===== src/rtl/inport_fifo.sv =====
// inport_fifo: strobe-edge capture of external words into a small FIFO for the In port.
// Ports: clock/clr (sync, active-high), ext_data/strobe in, rd_en pop, data_out/empty/full/count/ovf/drop_count out.
// Optional overflow tracking (ovf, drop_count) is enabled by defining INPORT_OVERFLOW_EN.
module inport_fifo #(
  parameter int WIDTH = 32,
  parameter int DEPTH = 4,
  parameter int AW    = 2
) (
  input  logic             clock,
  input  logic             clr,
  input  logic [WIDTH-1:0] ext_data,
  input  logic             strobe,
  input  logic             rd_en,
  output logic [WIDTH-1:0] data_out,
  output logic             empty,
  output logic             full,
  output logic [AW:0]      count,
  output logic             ovf,
  output logic [7:0]       drop_count
);

  logic [WIDTH-1:0] mem_q [DEPTH];
  logic [WIDTH-1:0] mem_d [DEPTH];
  logic [AW-1:0]    wr_ptr_q, wr_ptr_d;
  logic [AW-1:0]    rd_ptr_q, rd_ptr_d;
  logic [AW:0]      count_q, count_d;
  logic             strobe_q, strobe_d;

  logic push_req;
  logic do_pop;
  logic do_push;

  assign empty    = (count_q == '0);
  assign full     = (count_q == (AW+1)'(DEPTH));
  assign count    = count_q;
  assign data_out = empty ? '0 : mem_q[rd_ptr_q];

  assign push_req = strobe & ~strobe_q;
  assign do_pop   = rd_en & ~empty;
  // A pop in the same edge frees a slot, so a full FIFO still accepts.
  assign do_push  = push_req & (~full | do_pop);

  always_comb begin
    mem_d    = mem_q;
    wr_ptr_d = wr_ptr_q;
    rd_ptr_d = rd_ptr_q;
    count_d  = count_q;
    strobe_d = strobe;
    if (do_push) begin
      mem_d[wr_ptr_q] = ext_data;
      wr_ptr_d        = wr_ptr_q + AW'(1);
    end
    if (do_pop) begin
      rd_ptr_d = rd_ptr_q + AW'(1);
    end
    count_d = count_q + (AW+1)'(do_push) - (AW+1)'(do_pop);
  end

  // Storage has no reset; only the pointers define validity.
  always_ff @(posedge clock) begin
    mem_q <= mem_d;
  end

  always_ff @(posedge clock) begin
    if (clr) begin
      wr_ptr_q <= '0;
      rd_ptr_q <= '0;
      count_q  <= '0;
      // Reset high so a strobe held through reset does not capture.
      strobe_q <= 1'b1;
    end else begin
      wr_ptr_q <= wr_ptr_d;
      rd_ptr_q <= rd_ptr_d;
      count_q  <= count_d;
      strobe_q <= strobe_d;
    end
  end

`ifdef INPORT_OVERFLOW_EN
  logic       dropped;
  logic       ovf_q, ovf_d;
  logic [7:0] drop_q, drop_d;

  assign dropped = push_req & full & ~do_pop;

  always_comb begin
    ovf_d  = ovf_q | dropped;
    drop_d = drop_q;
    if (dropped && drop_q != 8'hFF) begin
      drop_d = drop_q + 8'd1;
    end
  end

  always_ff @(posedge clock) begin
    if (clr) begin
      ovf_q  <= 1'b0;
      drop_q <= 8'd0;
    end else begin
      ovf_q  <= ovf_d;
      drop_q <= drop_d;
    end
  end

  assign ovf        = ovf_q;
  assign drop_count = drop_q;
`else
  assign ovf        = 1'b0;
  assign drop_count = 8'd0;
`endif

endmodule


===== config.mk =====
export PLATFORM = sky130hd
export DESIGN_NAME = inport_fifo
export DESIGN_NICKNAME = d
export VERILOG_FILES = /design/src/rtl/inport_fifo.sv
export SDC_FILE = /design/constraint.sdc
export NUM_CORES = 1
export LEC_CHECK = 0
export CORE_ASPECT_RATIO = 1.2
export CORE_UTILIZATION = 58
export CTS_CLUSTER_DIAMETER = 50
export DETAILED_ROUTE_END_ITERATION = 16
export PLACE_DENSITY = 0.85
export SYNTH_ARGS = -nofsm -noshare
export SYNTH_HDL_FRONTEND = slang
export SYNTH_SLANG_ARGS = --single-unit

===== constraint.sdc =====
create_clock -name clock -period 4 [get_ports clock]
set_input_delay 1.2 -clock clock [delete_from_list [all_inputs] [get_ports clock]]
set_output_delay 1.2 -clock clock [all_outputs]
set_load 0.01 [all_outputs]

Yosys cells after proc, flatten, opt, wreduce, memory -nomap -nowiden
Cells that the tools add are included.
- $mul: 0
- reduce and logical (&&, ||, !) cells: 2
- shifts and indexed selects: 0
- $add $sub $neg: 4
- multiplexer cells: 7
- bitwise operators: 9
- divide/modulo/power cells: 0
- order comparisons: 3
- eq/ne operators: 1
- operator list (kind ; count):
    bitwise mux 128 bit ; 1
    two-way mux 32 bit ; 4
    binary-select mux 32 bit (select 2 bit) ; 1
    demux 32 bit (select 2 bit) ; 1
    >= comparator 3 bit, second input constant ; 2
    NOT 2 -> 3 bit ; 2
    adder 2 x 1 -> 2 bit, second input constant ; 2
    adder 3 x 1 -> 3 bit ; 1
    AND 1 bit ; 3
    equality test 3 bit, second input constant ; 1
    logical NOT 3 bit ; 1
    less-than comparator 3 x 1 -> 1 bit, second input constant ; 1
    NOT 1 bit ; 3
    subtractor 3 x 1 -> 3 bit ; 1
    logical AND 1 bit ; 1
    OR 1 bit ; 1
- memories kept: 0
- word-level logic and storage cells: 34
- latch bits: 0
- memory bits (writable): 0
- register bits after elaboration: 136
- ROM bits: 0
- output and inout port bits: 46

Logic depth before layout (Yosys ltp)
Gate-level depths: netlist of the first run.
- depth in word-level cells: 7
- depth in mapped cells: 12
- mapped depth without buffers: 11

Worst setup path before layout of the first run
Ideal clock, no wire load.
- path type: input port to flip-flop
- start: input port rd_en
- end: register count_q[2] (netlist: count[2])
- path buffers: 0
- stages: 11
- data arrival time: 2.779 ns
- setup time: 0.078 ns
- path slack: 1.143 ns
- path through: inv_1 -> a21oi_2 -> inv_1 -> ha_1 -> inv_1 -> ha_1 -> inv_1 -> fa_1 -> xor2_1 -> and2_1 -> nor3_1
- word-level cells in the longest chain between the ends: 5
- RTL lines (item ; line ; RTL):
    start: declaration ; 13 ; input logic rd_en,
    AND 1 bit (*) ; 39 ; assign do_pop = rd_en & ~empty;
    OR 1 bit ; 41 ; assign do_push = push_req & (~full | do_pop);
    AND 1 bit ; 41 ;
    adder 3 x 1 -> 3 bit ; 56 ; count_d = count_q + (AW+1)'(do_push) - (AW+1)'(do_pop);
    subtractor 3 x 1 -> 3 bit (*) ; 56 ;
    end signal: assignment ; 74 ; count_q <= count_d;
    end: declaration ; 26 ; logic [AW:0] count_q, count_d;
Every way passes the cells marked *; elsewhere a longest branch is shown, timed or not.
A chain may end at the register's enable or synchronous reset.

Final worst setup path of the first run
- start: register rd_ptr_q[0]
- end: output port data_out[30]
- word-level cells in the longest chain between the ends: 5
- RTL lines (item ; line ; RTL):
    start: declaration ; 25 ; logic [AW-1:0] rd_ptr_q, rd_ptr_d;
    start signal: assignment ; 73 ; rd_ptr_q <= rd_ptr_d;
    NOT 2 -> 3 bit (implied by the code) ; 36 ; assign data_out = empty ? '0 : mem_q[rd_ptr_q];
    binary-select mux 32 bit (select 2 bit) ; 36 ;
    two-way mux 32 bit (implied by the code) (2 in a row) ; 36 ;
    two-way mux 32 bit ; 36 ;
    end: declaration ; 14 ; output logic [WIDTH-1:0] data_out,
Every way passes these cells. The select of a mux whose other input is x is not followed.

==> results of run 1 <==
-- final timing paths --
check,startpoint,endpoint,slack [ns],cells after the start
hold / removal,wr_ptr_q[1],wr_ptr_q[1],0.54,2
hold reg to reg,wr_ptr_q[1],wr_ptr_q[1],0.54,2
setup / recovery,rd_ptr_q[0],data_out[30],0.28,4
setup reg to reg,count[1],count[2],1.48,11
-- state kept, by name, indices dropped and copies added (netlist names) --
name	count
mem_q	128
count	3
rd_ptr_q	2
wr_ptr_q	2
strobe_q	1
-- power by group --
part	switching, W	leakage (nW)	internal (W)	total, W
Sequential	0.0000671	1.22	0.00160	0.00167
Clock	0.000605	0.281	0.000900	0.00150
Combinational	0.000496	0.770	0.000659	0.00115
-- metrics by stage --
step | total power (W) | setup slack [ns] | hold WS [ns] | area, sq um | util
5_1_grt | 0.004500 | 0.1686 | 0.5641 | 6854 | 0.7587
3_3_place_gp | 0.002825 | 0.5695 | 0.5027 | 6270 | 0.6940
6_report | 0.004328 | 0.2805 | 0.5436 | 6854 | 0.7587
4_1_cts | 0.004364 | 0.01674 | 0.5407 | 6852 | 0.7584
3_5_place_dp | 0.002855 | 0.3598 | 0.5318 | 6270 | 0.6940
2_1_floorplan | 0.002308 | 1.143 | 0.4819 | 5444 | -
-- worst min-delay path, stage by stage (launching register included) --
cell and delay, ns:
dfxtp_1 0.34, nand2b_1 0.09, mux2i_1 0.07
-- cells in the mapped netlist --
cell / n / area, sq um
edfxtp_1: 128 / 3844
mux4_2: 29 / 653.1
nor2b_1: 29 / 181.4
buf_4: 10 / 75.07
dfxtp_1: 8 / 160.2
ha_1: 6 / 75.07
inv_1: 6 / 22.52
and2_1: 5 / 31.28
nor2_1: 5 / 18.77
and2b_1: 4 / 30.03
buf_2: 4 / 20.02
clkbuf_1: 4 / 15.01
mux4_1: 3 / 78.83
nand2b_1: 3 / 18.77
a21oi_1: 2 / 10.01
buf_12: 2 / 40.04
buf_6: 2 / 22.52
nor3_1: 2 / 10.01
o21ai_0: 2 / 10.01
or3_1: 2 / 12.51
a21oi_2: 1 / 8.760
conb_1: 1 / 3.750
fa_1: 1 / 20.02
mux2_1: 1 / 11.26
mux2i_1: 1 / 10.01
nand2_1: 1 / 3.750
nor3b_2: 1 / 12.51
or2_2: 1 / 6.260
xor2_1: 1 / 8.760
-- cell type report --
class	instances	share of cell area
Sequential cell	136	0.5849
Multi-Input combinational cell	109	0.1831
Tap cell	120	0.02191
Clock buffer	17	0.06042
Inverter	6	0.003286
Clock inverter	15	0.02446
Timing Repair Buffer	84	0.1219
-- layer usage --
metal,vias to the layer above,track usage,part of all wire
met4,0,0.1233,0.034
met1,1382,0.2569,0.39
li1,1204,-,-
met3,27,0.06003,0.049
met5,-,0,0
met2,98,0.3888,0.53
-- cell families (layout without fill, tap and decap cells) --
logic type	after synthesis	in the layout
AO/OA/AOI/OAI	5	5
XOR/XNOR	1	1
adder cells (fa/ha/maj)	7	7
buffers and inverters	28	122
flip-flops	136	136
multiplexers	34	34
other	1	9
AND/OR/NAND/NOR	53	53
-- timing repair --
action,in CTS,in global routing
buffers inserted,0,0
hold endpoints to repair,0,0
setup endpoints to repair,0,4
resized for setup,0,1
==> run metrics, run 1 <==
Worst Max-Slew Pin Slew=approximately 0.56 ns; register area share after synthesis=0.7395; IO buf count=between 70 and 80; starting density of the core=0.5993; Post-Synth Simple-Gate Area=0.06009; clock buffer depth=2; Final setup viols=0; CTS tree=built; Mapped Cells=265; Post-Synth XOR/XNOR Area=0.001618; critical path required time=between 2 and 3 ns; Buf/Inv on CP=2; multi-input logic area=roughly 1300 sq um; period utilization=0.9299; Crit path arrival time=roughly 2.5 ns; clock skew=between 0.006 and 0.007 ns; post-synthesis cell type count=29; RSZ-0062 raised after global routing=false; routed length per instance=20.42 um; all-layer global routing usage=0.2251; post-synthesis compound-gate area fraction=0.005315; largest net degree at the start of global routing=26; Syn-to-layout area delta=26.60%; commonest cells after routing, fill and taps aside=edfxtp_1 (128), clkdlybuf4s50_1 (72), mux4_2 (29), nor2b_1 (29), clkbuf_16 (16); mux share of post-synthesis cell area=0.1391; PD cells=between 600 and 700 nW/um^2; Yosys reg bits=136; Die Span X=~90 um; Post-Syn Area=5414 sq um; VDD IR-drop max=approximately 430 uV; clk_lat worst skew=between 0.5 and 0.6 ns; Filler Cell Count=just under 500; leakage=2.273 nW; residual DRC count=0; CP Max Fanout=19; core area=9034 sq um; DP Wirelength=roughly 6.0 mm; outcome=finished, final reports clean; worst rel slew slack=0.6252; commonest non-fill, non-tap cell in the layout=edfxtp_1; placed cells=455; Congestion Overflow GR=0; YS warnings=0; clk slew on worst S/H paths=around 0.060 ns; max incr delay on CP=approximately 0.58 ns; Max-cap violations=0; Starting DRT DRC Count=around 110; FP Rows=38; final-report hold violation count=0; Inserted Clock Buffers=17; Setup crit start kind=flop; RD Place Congestion=0.7116; CTS HTree Levels=4; Reg area=roughly 4000 sq um; die area=9726 sq um; NumNets Final=a little under 400; Hold-fix buffers, CTS=0; Vias/cell=5.567; DRT Pass-1 Iters=4; Top delay family on crit path=buffers and inverters; Root Driver=clkbuf_8; min-delay worst type=reg -> reg; highest-delay cell along the critical path=mux4_1; vias in the first global route=~2900; WL final=between 9 and 10 mm; fmax=around 270 MHz; share of layout cells above drive strength 1=0.2234; post-route insts no fill=between 400 and 500; Mean Syn Cell Area=just over 20 sq um; routed vias=between 2000 and 3000; first-pass GRT wire length=approximately 16 mm; largest family of logic cells by synthesized area=multiplexers; antenna cells=0; Die Ht=about 110 um; min Tclk post-route=around 3.7 ns; CP Class=reg -> out; Post-DRT Antenna Nets=0; I/O Pins=approximately 80; clk sinks=roughly 140; max-slew violation count=0; initial antenna violation count=0; critical-path cell list=buf_12 -> mux4_1 -> nor2b_1 -> clkdlybuf4s50_1; CP Capture Type=primary output; TNS Setup=0 ns; post-synthesis adder-cell area fraction=0.01756
(Power assumes the default switching activity.)
==> inputs of run 2 (changes only) <==
SKIP_LAST_GASP = 1   (was unset)
==> results of run 2 <==
Final layout, timing and power as in run 1 (identical DEF).
==> inputs of run 3 (changes only) <==
CORE_ASPECT_RATIO = unset   (was 1.2)
HOLD_SLACK_MARGIN = 0.03   (was unset)
==> run metrics, run 3 (synthesis results as in run 1) <==
highest-delay cell along the critical path=dfxtp_4; critical path required time=between 2 and 3 ns; met1 usage=0.2780; CP Max Fanout=20; sequential share of power=0.401; Crit path arrival time=about 2.6 ns; min-delay worst type=reg -> reg; Die Span X=98.62 um; I/O Pins=roughly 80; starting density of the core=0.6089; Syn-to-layout area delta=25.12%; core area=just under 9000 sq um; Inserted Clock Buffers=17; register with the most flip-flops=mem_q; NumNets Final=approximately 400; max reg flops=about 130; min Tclk post-route=between 3 and 4 ns; Die Ht=between 90 and 100 um; Root Driver=clkbuf_8; Top delay family on crit path=buffers and inverters; routed length per instance=between 20 and 25 um; worst rel slew slack=0.4272; all-layer global routing usage=0.2218; Setup crit start kind=flop; M2 GR Usage=0.3619; CTS tree=built; Filler Cell Count=around 510; VDD IR-drop max=342.8 uV; clock share of power=0.332; RSZ-0062 raised after global routing=false; fmax=between 200 and 300 MHz; period utilization=0.9373; max-slew violation count=0; clk slew on worst S/H paths=0.06 ns; final-report hold violation count=0; Starting DRT DRC Count=just under 200; Buf/Inv on CP=2; FP Rows=34; leakage=between 2 and 2.5 nW; clk sinks=around 140; clock skew=about 0.014 ns; RD Place Congestion=0.7291; combinational power share=0.267; Reg area=~4000 sq um; met3 capacity usage during global routing=0.08511; clock buffer depth=2; multi-input logic area=roughly 1300 sq um; IO buf count=~70; switch share=0.2648; largest net degree at the start of global routing=39; Post-CTS Setup Repair Bufs=0; Worst Max-Slew Pin Slew=about 0.86 ns; Final setup viols=0; Core Util, Final=0.7619; Vias/cell=about 5.6; hold slack=0.5400 ns; CP Capture Type=primary output; clk_lat worst skew=between 0.5 and 0.6 ns; Post-DRT Antenna Nets=0; Internal=between 0.003 and 0.004 W; max incr delay on CP=about 0.56 ns; vias in the first global route=~2800; antenna cells=0; GRT busiest layer=met2; outcome=finished, final reports clean; placed cells=between 400 and 500; first-pass GRT wire length=roughly 15 mm; WL final=9.670 mm; TNS Setup=0 ns; residual DRC count=0; commonest cells after routing, fill and taps aside=edfxtp_1 (128), clkdlybuf4s50_1 (72), mux4_2 (29), nor2b_1 (29), clkbuf_16 (16); Max-cap violations=0; Congestion Overflow GR=0; CP Class=reg -> out; critical-path cell list=buf_12 -> mux4_1 -> nor2b_1 -> clkdlybuf4s50_1; routed vias=about 2600; DRT Pass-1 Iters=4; DP Wirelength=slightly below 6 mm; commonest non-fill, non-tap cell in the layout=edfxtp_1; PD cells=618.4 nW/um^2; P_sw=0.001109 W; CTS HTree Levels=4; initial antenna violation count=0; share of layout cells above drive strength 1=0.2143; post-route insts no fill=between 400 and 500; die area=9725 sq um
-- run 3: changes by cell type in the layout (fill, tap and decap cells not counted), sizes merged --
cell | previous run | this run
inv | 11 | 6
clkinvlp | 2 | 6
buf | 12 | 9
clkbuf | 17 | 20
bufinv | 2 | 1
clkinv | 6 | 5
-- run 3: per-layer routing --
layer,up-vias,share of wire
li1,1190,-
met1,1324,0.40
met2,114,0.52
met3,15,0.062
met4,0,0.013
met5,-,0
-- run 3: worst paths after layout --
path              cells past startpoint  slack, ns         from           end
hold / removal                        2       0.54  wr_ptr_q[1]   wr_ptr_q[1]
hold reg to reg                       2       0.54  wr_ptr_q[1]   wr_ptr_q[1]
setup reg to reg                     11       1.47     count[1]      count[2]
setup / recovery                      4       0.25  rd_ptr_q[0]  data_out[31]
-- run 3: stage by stage --
step	total power, W	setup slack [ns]	instance area, sq um
final	0.004189	0.2507	6774
after global routing	0.004360	0.1055	6774
after CTS	0.004232	0.1894	6774
after detailed placement	0.002836	0.3989	6232
after global placement	0.002809	0.5733	6232
after floorplan	0.002308	1.143	5444
-- run 3: cell type report --
| cell class | count | share of cell area |
|---|---|---|
| Tap cell | 108 | 0.01995 |
| Clock buffer | 20 | 0.06428 |
| Timing Repair Buffer | 81 | 0.1201 |
| Clock inverter | 12 | 0.01533 |
| Inverter | 6 | 0.003325 |
| Multi-Input combinational cell | 109 | 0.1853 |
| Sequential cell | 136 | 0.5918 |
-- run 3: what timing repair did --
item,4_1_cts,5_1_grt
resized for setup,1,0
hold buffers,0,0
endpoints found under the setup margin,2,0
-- run 3: power by group through the flow --
| stage | Combinational [W] | Sequential, W | Clock, W |
|---|---|---|---|
| after CTS | 0.00113 | 0.00168 | 0.00141 |
| after detailed placement | 0.00113 | 0.00171 | 0 |
| final | 0.00112 | 0.00168 | 0.00139 |
| after global routing | 0.00119 | 0.00169 | 0.00147 |
| after floorplan | 0.000651 | 0.00166 | 0 |
| after global placement | 0.00110 | 0.00171 | 0 |
-- run 3: tightest hold or removal path, cell delays in order, from the launching register on --
cell      delay (ns)
dfxtp_1         0.34
nand2b_1        0.08
mux2i_1         0.07
